===== src/rtl/pdm_to_pcm.sv =====
// PDM microphone front end: generates the mic clock, samples the 1-bit stream and
// decimates it with a 3rd-order CIC into saturated signed PCM with a 1-cycle valid.
module pdm_to_pcm #(
    parameter int SAMPLE_WIDTH = 16,
    parameter int CLK_DIV      = 32,
    parameter int DECIMATION   = 64,
    parameter int WARMUP       = 3
) (
    input  logic                           clk,
    input  logic                           rst_n,
    input  logic                           enable_i,
    output logic                           pdm_clk_o,
    input  logic                           pdm_data_i,
    output logic signed [SAMPLE_WIDTH-1:0] pcm_o,
    output logic                           pcm_valid_o
);
    localparam int LOG2_DEC = $clog2(DECIMATION);
    localparam int CIC_W    = 3 * LOG2_DEC + 2;
    localparam int SHIFT    = 3 * LOG2_DEC + 1 - SAMPLE_WIDTH;
    localparam int DIV_W    = $clog2(CLK_DIV);
    localparam int WARM_W   = (WARMUP < 1) ? 1 : $clog2(WARMUP + 1);

    localparam logic [DIV_W-1:0]    DIV_LAST  = DIV_W'(CLK_DIV - 1);
    localparam logic [DIV_W-1:0]    DIV_HALF  = DIV_W'(CLK_DIV / 2);
    localparam logic [DIV_W-1:0]    STROBE_AT = DIV_W'(CLK_DIV / 2 - 1);
    localparam logic [LOG2_DEC-1:0] DEC_LAST  = LOG2_DEC'(DECIMATION - 1);
    localparam logic [WARM_W-1:0]   WARM_DONE = WARM_W'(WARMUP);

    localparam logic signed [CIC_W-1:0] PCM_MAX = CIC_W'((2 ** (SAMPLE_WIDTH - 1)) - 1);
    localparam logic signed [CIC_W-1:0] PCM_MIN = -PCM_MAX - 1;

    logic [DIV_W-1:0]               div_cnt_reg;
    logic                           pdm_clk_reg;
    logic [1:0]                     sync_reg;
    logic [LOG2_DEC-1:0]            dec_cnt_reg;
    logic                           dec_flag_reg;
    logic [WARM_W-1:0]              warm_cnt_reg;
    logic signed [SAMPLE_WIDTH-1:0] pcm_reg;
    logic                           pcm_valid_reg;

    logic signed [CIC_W-1:0] int_reg [3];
    logic signed [CIC_W-1:0] dly_reg [3];
    logic signed [CIC_W-1:0] int_in  [3];
    logic signed [CIC_W-1:0] comb    [4];
    logic signed [CIC_W-1:0] scaled;
    logic signed [SAMPLE_WIDTH-1:0] pcm_sat;
    logic                    strobe;

    assign strobe = (div_cnt_reg == STROBE_AT);

    // Bit 1 maps to +1, bit 0 to -1 (all ones in two's complement)
    assign int_in[0] = sync_reg[1] ? CIC_W'(1) : '1;
    assign comb[0]   = int_reg[2];

    generate
        for (genvar gi = 1; gi < 3; gi++) begin : g_int_chain
            assign int_in[gi] = int_reg[gi-1];
        end
        for (genvar gi = 0; gi < 3; gi++) begin : g_comb_chain
            assign comb[gi+1] = comb[gi] - dly_reg[gi];
        end
    endgenerate

    assign scaled = comb[3] >>> SHIFT;

    always_comb begin
        pcm_sat = scaled[SAMPLE_WIDTH-1:0];
        if (scaled > PCM_MAX) begin
            pcm_sat = PCM_MAX[SAMPLE_WIDTH-1:0];
        end else if (scaled < PCM_MIN) begin
            pcm_sat = PCM_MIN[SAMPLE_WIDTH-1:0];
        end
    end

    always_ff @(posedge clk or negedge rst_n) begin
        if (!rst_n) begin
            sync_reg <= '0;
        end else begin
            sync_reg <= {sync_reg[0], pdm_data_i};
        end
    end

    // Comb delays and the output register share the dec_flag edge so the
    // sample appears two cycles after the strobe that closed the frame.
    always_ff @(posedge clk or negedge rst_n) begin
        if (!rst_n) begin
            div_cnt_reg   <= '0;
            pdm_clk_reg   <= 1'b0;
            dec_cnt_reg   <= '0;
            dec_flag_reg  <= 1'b0;
            warm_cnt_reg  <= '0;
            pcm_reg       <= '0;
            pcm_valid_reg <= 1'b0;
            for (int k = 0; k < 3; k++) begin
                int_reg[k] <= '0;
                dly_reg[k] <= '0;
            end
        end else if (!enable_i) begin
            div_cnt_reg   <= '0;
            pdm_clk_reg   <= 1'b0;
            dec_cnt_reg   <= '0;
            dec_flag_reg  <= 1'b0;
            warm_cnt_reg  <= '0;
            pcm_valid_reg <= 1'b0;
            for (int k = 0; k < 3; k++) begin
                int_reg[k] <= '0;
                dly_reg[k] <= '0;
            end
        end else begin
            div_cnt_reg   <= (div_cnt_reg == DIV_LAST) ? '0 : div_cnt_reg + 1'b1;
            pdm_clk_reg   <= (div_cnt_reg < DIV_HALF);
            dec_flag_reg  <= 1'b0;
            pcm_valid_reg <= 1'b0;
            if (strobe) begin
                for (int k = 0; k < 3; k++) begin
                    int_reg[k] <= int_reg[k] + int_in[k];
                end
                dec_cnt_reg  <= dec_cnt_reg + 1'b1;
                dec_flag_reg <= (dec_cnt_reg == DEC_LAST);
            end
            if (dec_flag_reg) begin
                for (int k = 0; k < 3; k++) begin
                    dly_reg[k] <= comb[k];
                end
                if (warm_cnt_reg < WARM_DONE) begin
                    warm_cnt_reg <= warm_cnt_reg + 1'b1;
                end else begin
                    pcm_reg       <= pcm_sat;
                    pcm_valid_reg <= 1'b1;
                end
            end
        end
    end

    assign pdm_clk_o   = pdm_clk_reg;
    assign pcm_o       = pcm_reg;
    assign pcm_valid_o = pcm_valid_reg;

endmodule


===== config.mk =====
export PLATFORM = sky130hd
export DESIGN_NAME = pdm_to_pcm
export DESIGN_NICKNAME = d
export VERILOG_FILES = /design/src/rtl/pdm_to_pcm.sv
export SDC_FILE = /design/constraint.sdc
export NUM_CORES = 1
export LEC_CHECK = 0
export ABC_AREA = 1
export BUFFER_PORTS_ARGS = -buffer_cell sky130_fd_sc_hd__buf_2
export CORE_MARGIN = 2
export CORE_UTILIZATION = 45
export CTS_CLUSTER_DIAMETER = 60
export CTS_CLUSTER_SIZE = 40
export DETAILED_ROUTE_END_ITERATION = 12
export SETUP_SLACK_MARGIN = 0.02
export SLEW_MARGIN = 10
export SYNTH_ARGS = -nofsm -noshare
export SYNTH_HDL_FRONTEND = slang
export SYNTH_SLANG_ARGS = --single-unit

===== constraint.sdc =====
create_clock -name clk -period 5 [get_ports clk]
set_input_delay 1 -clock clk [delete_from_list [all_inputs] [get_ports clk]]
set_output_delay 1 -clock clk [all_outputs]
set_load 0.05 [all_outputs]

After elaboration in Yosys (flattened, before gate mapping)
Index checks and enable logic that the tools add are counted.
{"block": "totals", "wordCells": 56, "regBits": 154, "output_inout_bits": 18, "inputBits": 4}
{"block": "op_classes", "add_sub_neg": 9, "n_reduce_logical": 2, "eq_ne": 6, "order_cmp": 4, "n_bitwise": 1, "muxes": 20}
{"operator": "$mux W60", "n": 4}
{"operator": "$add A20 B20 Y20", "n": 3}
{"operator": "$sub A20 B20 Y20", "n": 3}
{"operator": "$mux W16", "n": 2}
{"operator": "$mux W20", "n": 1}
{"operator": "$gt A17 B16 Y1 const B", "n": 1}
{"operator": "$lt A17 B16 Y1 const B", "n": 1}
{"operator": "$mux W6", "n": 2}
{"operator": "$mux W5", "n": 2}
{"operator": "$add A6 B1 Y6 const B", "n": 1}
{"operator": "$eq A6 B6 Y1 const B", "n": 1}
{"operator": "$mux W1", "n": 6}
{"operator": "$mux W2", "n": 3}
{"operator": "$ne A2 B1 Y1 const B", "n": 3}
{"operator": "$add A5 B1 Y5 const B", "n": 1}
{"operator": "$eq A5 B4 Y1 const B", "n": 1}
{"operator": "$eq A5 B5 Y1 const B", "n": 1}
{"operator": "$lt A5 B5 Y1 const B", "n": 1}
{"operator": "$reduce_and A3 Y1", "n": 1}
{"operator": "$add A2 B1 Y2 const B", "n": 1}
{"operator": "$lt A2 B2 Y1 const B", "n": 1}
{"operator": "$reduce_and A2 Y1", "n": 1}
{"operator": "$not A1 Y1", "n": 1}

Depth between registers and ports, before layout
{"block": "depth", "ltp_word": 6, "ltp_mapped": 35, "ltp_nobuf": 34}

Worst setup path before layout
No wires, ideal clock.
{"block": "synth_timing", "kind": "register -> register", "startpoint": "reg int_reg (netlist bit comb[60])", "endpoint": "reg pcm_reg[10], in the netlist pcm_o[10]", "arrival_ps": 4463, "n_path_buf": 1, "stages_incl_launch_ff": 32, "slack_ps": 419, "cell_sequence": "dfrtp_1 > inv_1 > ha_1 > inv_1 > fa_1 > nand3_1 > nand2_1 > xor2_1 > inv_1 > ha_1 > a21oi_1 > o21ai_1 > nor2_1 > o21ai_1 > a21oi_1 > o21ai_1 > a21oi_1 > nand2_1 > and2_1 > ha_1 > nand2_1 > nor3_1 > nand3_1 > nand4_1 > nand2_1 > inv_1 > nand3_1 > nand3_1 > nand2_1 > inv_2 > buf_12 > a21oi_2"}
{"block": "synth_between", "elab_chain_cells": 6}
{"item": "start: declaration", "line_no": "41", "text": "logic signed [CIC_W-1:0] int_reg [3];"}
{"item": "start signal: indexed assignment", "line_no": "116", "text": "int_reg[k] <= int_reg[k] + int_in[k];"}
{"item": "$sub A20 B20 Y20 * (3 in series)", "line_no": "60", "text": "assign comb[gi+1] = comb[gi] - dly_reg[gi];"}
{"item": "$lt A17 B16 Y1", "line_no": "70", "text": "end else if (scaled < PCM_MIN) begin"}
{"item": "$mux W16", "line_no": "70"}
{"item": "$mux W16 *", "line_no": "68", "text": "if (scaled > PCM_MAX) begin"}
{"item": "end signal: assignment", "line_no": "128", "text": "pcm_reg <= pcm_sat;"}
{"item": "end: declaration", "line_no": "38", "text": "logic signed [SAMPLE_WIDTH-1:0] pcm_reg;"}
Mark *: on every way between the ends. The rest lies on a longest branch, timed or not.
A chain may end at the register's enable or synchronous reset.

Worst setup path after layout
{"block": "layout_timing", "startpoint": "reg int_reg (netlist bit comb[60])", "endpoint": "reg pcm_reg[12], in the netlist pcm_o[12]"}
The elaborated chain is that of the path after synthesis.

==> flow_summary.toml <==
[worst_setup_path]
worstPathArrival_ps = 5210
rrSetupSlack_ps = 120
endpoint_kind = "flip-flop"
reg2reg_to = "pcm_o[12]$_DFFE_PN0P_"
rr_worst_depth = 32
required_ps = 5320
cp-start-kind = "flip-flop"
cp_slowest_stage_delay_ps = 450
cp_max_fo = 5
criticalPathCategory = "flip-flop to flip-flop"
r2r-start = "comb[60]$_DFFE_PN0P_"
cpMaxStageDelayCell = "fa_2"

[cells_and_area]
largest_register_ffs = 60
nFillCells = 2356
layout.nets = 1766
multi_input_area_um2 = 7450
register_area_um2 = 3850
final_common_cell = "nand2_1"
fin_util_pct = 55.7
layoutNonFillerInstCount = 1983
final_cell_mix = "nand2_1 (272), inv_1 (227), dfrtp_1 (153), o21ai_0 (134), a21oi_1 (111)"
area_delta_synth_final_pct = 20.9
antenna-diode-count = 0
drive_gt1_share_pct = 18.5

[timing]
relSlewSlack_pct = 23.1
fin_skew_ps = 13.9
slew_violations = 0
finalHoldViolCount = 0
setup_violations = 0
finalCritPeriodShare_pct = 97.7
fmaxAchievable_mhz = 205
period_minus_slack_ps = 4880
rsz0062_at_grt = "yes"
worst_pin_slew_ps = 1150

[die]
dieArea_um2 = 27200
start_util_pct = 46.1
core_area_um2 = 25300
die_w_um = 165
rows = 58
num_io_pins = 22
die_h_um = 165

[synthesis]
synth_area_leader_cell = "dfrtp_1"
synth_nets = 1669
synth_top_cells_by_area = "dfrtp_1 (33%), ha_1 (13%), nand2_1 (9.3%), inv_1 (7.8%), o21ai_0 (6.1%)"
syn_area_um2 = 11600
synth.avg_cell_area_um2 = 7.54
ys_types = 50
synth_seq_area_share_pct = 33.1
synthCells = 1543
ys_ff_latch = 154
yosysWarnings = 0
synth_top_area_share_pct = 33.1

[clock_tree]
cts_tree = "yes"
numCtsBuffers = 17
cts.path.max_buffers = 2
insertion_delay_ps = 430
cts_root_buf = "clkbuf_16"
cts.sinks = 154
clkSlewWorstSetupHoldPaths_ps = 70
holdBufCountCts = 0
htreeDepth = 4

[placed_design]
dp.cells = 1916
dp_hpwl_um = 21500
io_buffers = 21
place_congestion = 0.899

[hold_path]
min_from = "sync_reg[0]$_DFF_PN0_"
hold_depth = 0
hold_end = "sync_reg[1]$_DFF_PN0_"
min_path_type = "flip-flop to flip-flop"

[power]
p_leak_nw = 6.96
power.total_mw = 2.76
peakVddDrop_mv = 0.193
p_per_area_nw_per_um2 = 196

[routing]
drt_pass1_iterations = 6
ant_nets = 0
wl_per_cell_um = 14.8
drt_iter0_drc = 425
finalWirelength_um = 29400
drcViolationCount = 0
vias_per_cell = 5.28
vias = 10500

[flow_run]
cap_viol_max_count = 0

[global_route]
grt_pass1_vias = 10300
antenna_found_initial = 0
grt_max_degree = 97
grt_pass1_wl_um = 48700
track_usage_pct = 22.2
grt_overflow_total = 0

[outcome]
status = "finished, final reports clean"
==> synth_stat cells, drive strengths merged <==
| cell type | instances |
|---|---|
| nor4 | 5 |
| o211ai | 5 |
| a211o | 1 |
| nand3 | 74 |
| o22ai | 43 |
| a31o | 2 |
| nand3b | 2 |
| fa | 5 |
| a211oi | 5 |
| o31ai | 8 |
| buf | 7 |
| a221oi | 4 |
| o21bai | 12 |
| o2111ai | 5 |
| nor3b | 1 |
| inv | 246 |
| o21a | 1 |
| nand2 | 293 |
| a41oi | 2 |
| and2 | 1 |
| or2 | 18 |
| a31oi | 12 |
| a21boi | 4 |
| ha | 117 |
| nor2 | 88 |
| xor2 | 35 |
| a21o | 8 |
| a21oi | 145 |
| nand4 | 21 |
| o21ai | 149 |
| dfrtp | 154 |
| clkbuf | 22 |
| nand2b | 2 |
| nor3 | 16 |
| xnor2 | 30 |
==> how the worst max path moves through the flow <==
stage	start	slack, ps	endpoint	cells after the start
3_3_place_gp	comb[65]$_DFFE_PN0P_	-240	pcm_o[12]$_DFFE_PN0P_	32
4_1_cts	comb[63]$_DFFE_PN0P_	20	pcm_o[4]$_DFFE_PN0P_	26
2_1_floorplan	comb[60]$_DFFE_PN0P_	420	pcm_o[10]$_DFFE_PN0P_	31
3_5_place_dp	comb[65]$_DFFE_PN0P_	-220	pcm_o[12]$_DFFE_PN0P_	32
5_1_grt	comb[60]$_DFFE_PN0P_	-160	pcm_o[12]$_DFFE_PN0P_	33
6_report	comb[60]$_DFFE_PN0P_	120	pcm_o[12]$_DFFE_PN0P_	32
==> timing repair <==
item | in CTS | in global routing
endpoints found under the setup margin | 16 | 16
gates resized for setup | 29 | 123
cloned | 1 | 0
pin swaps | 14 | 67
buffers inserted | 12 | 22
==> power breakdown <==
part / total (mW) / switching (mW) / internal, mW
combinational: 0.146 / 0.110 / 0.0358
sequential: 1.26 / 0.00690 / 1.26
clock: 1.35 / 0.591 / 0.758
==> routing by layer <==
layer / routed length (µm) / vias to the layer above / share of wire (%) / global-route usage, %
li1: - / 5387 / - / -
met1: 12700 / 4889 / 43 / 25.7
met2: 15200 / 142 / 52 / 41.9
met3: 572 / 53 / 1.9 / 2.99
met4: 900 / 0 / 3.1 / 7.63
met5: 0 / - / 0 / 0
==> critical path, delay by kind of cell (launching register included) <==
kind                       cells  cell delay (ps)
and+or+nand+nor               12             1200
adders and majority gates      4             1170
buffers and inverters          9              840
AOI/OAI and AO/OA              5              750
xor gates and xnor gates       2              410
DFF                            1              390
==> cell families after synthesis <==
family / after synthesis / share of synthesized area, %
buf+inv: 275 / 9.07
simple gates: 521 / 19.5
xor+xnor: 65 / 4.89
flops: 154 / 33.1
fa+ha+maj: 122 / 13.4
compound gates: 406 / 20.0
==> through the flow <==
step	setup slack, ps	setup TNS, ps	hold WS (ps)	area (µm²)
2_1_floorplan	419	0	331	11600
3_3_place_gp	-240	-3340	336	12400
3_5_place_dp	-216	-2880	339	12400
4_1_cts	18.2	0	356	13300
5_1_grt	-158	-2060	356	14100
6_report	116	0	352	14100
==> final cells by class <==
type,instances,area share [%]
clock inverters,15,1.29
clock buffers,17,3.02
flip-flops and latches,154,27.4
well taps,330,2.93
inverters,246,6.58
multi-input cells,1114,53.0
repair buffers,107,5.83
No activity file was read; power rests on OpenSTA's default activity.
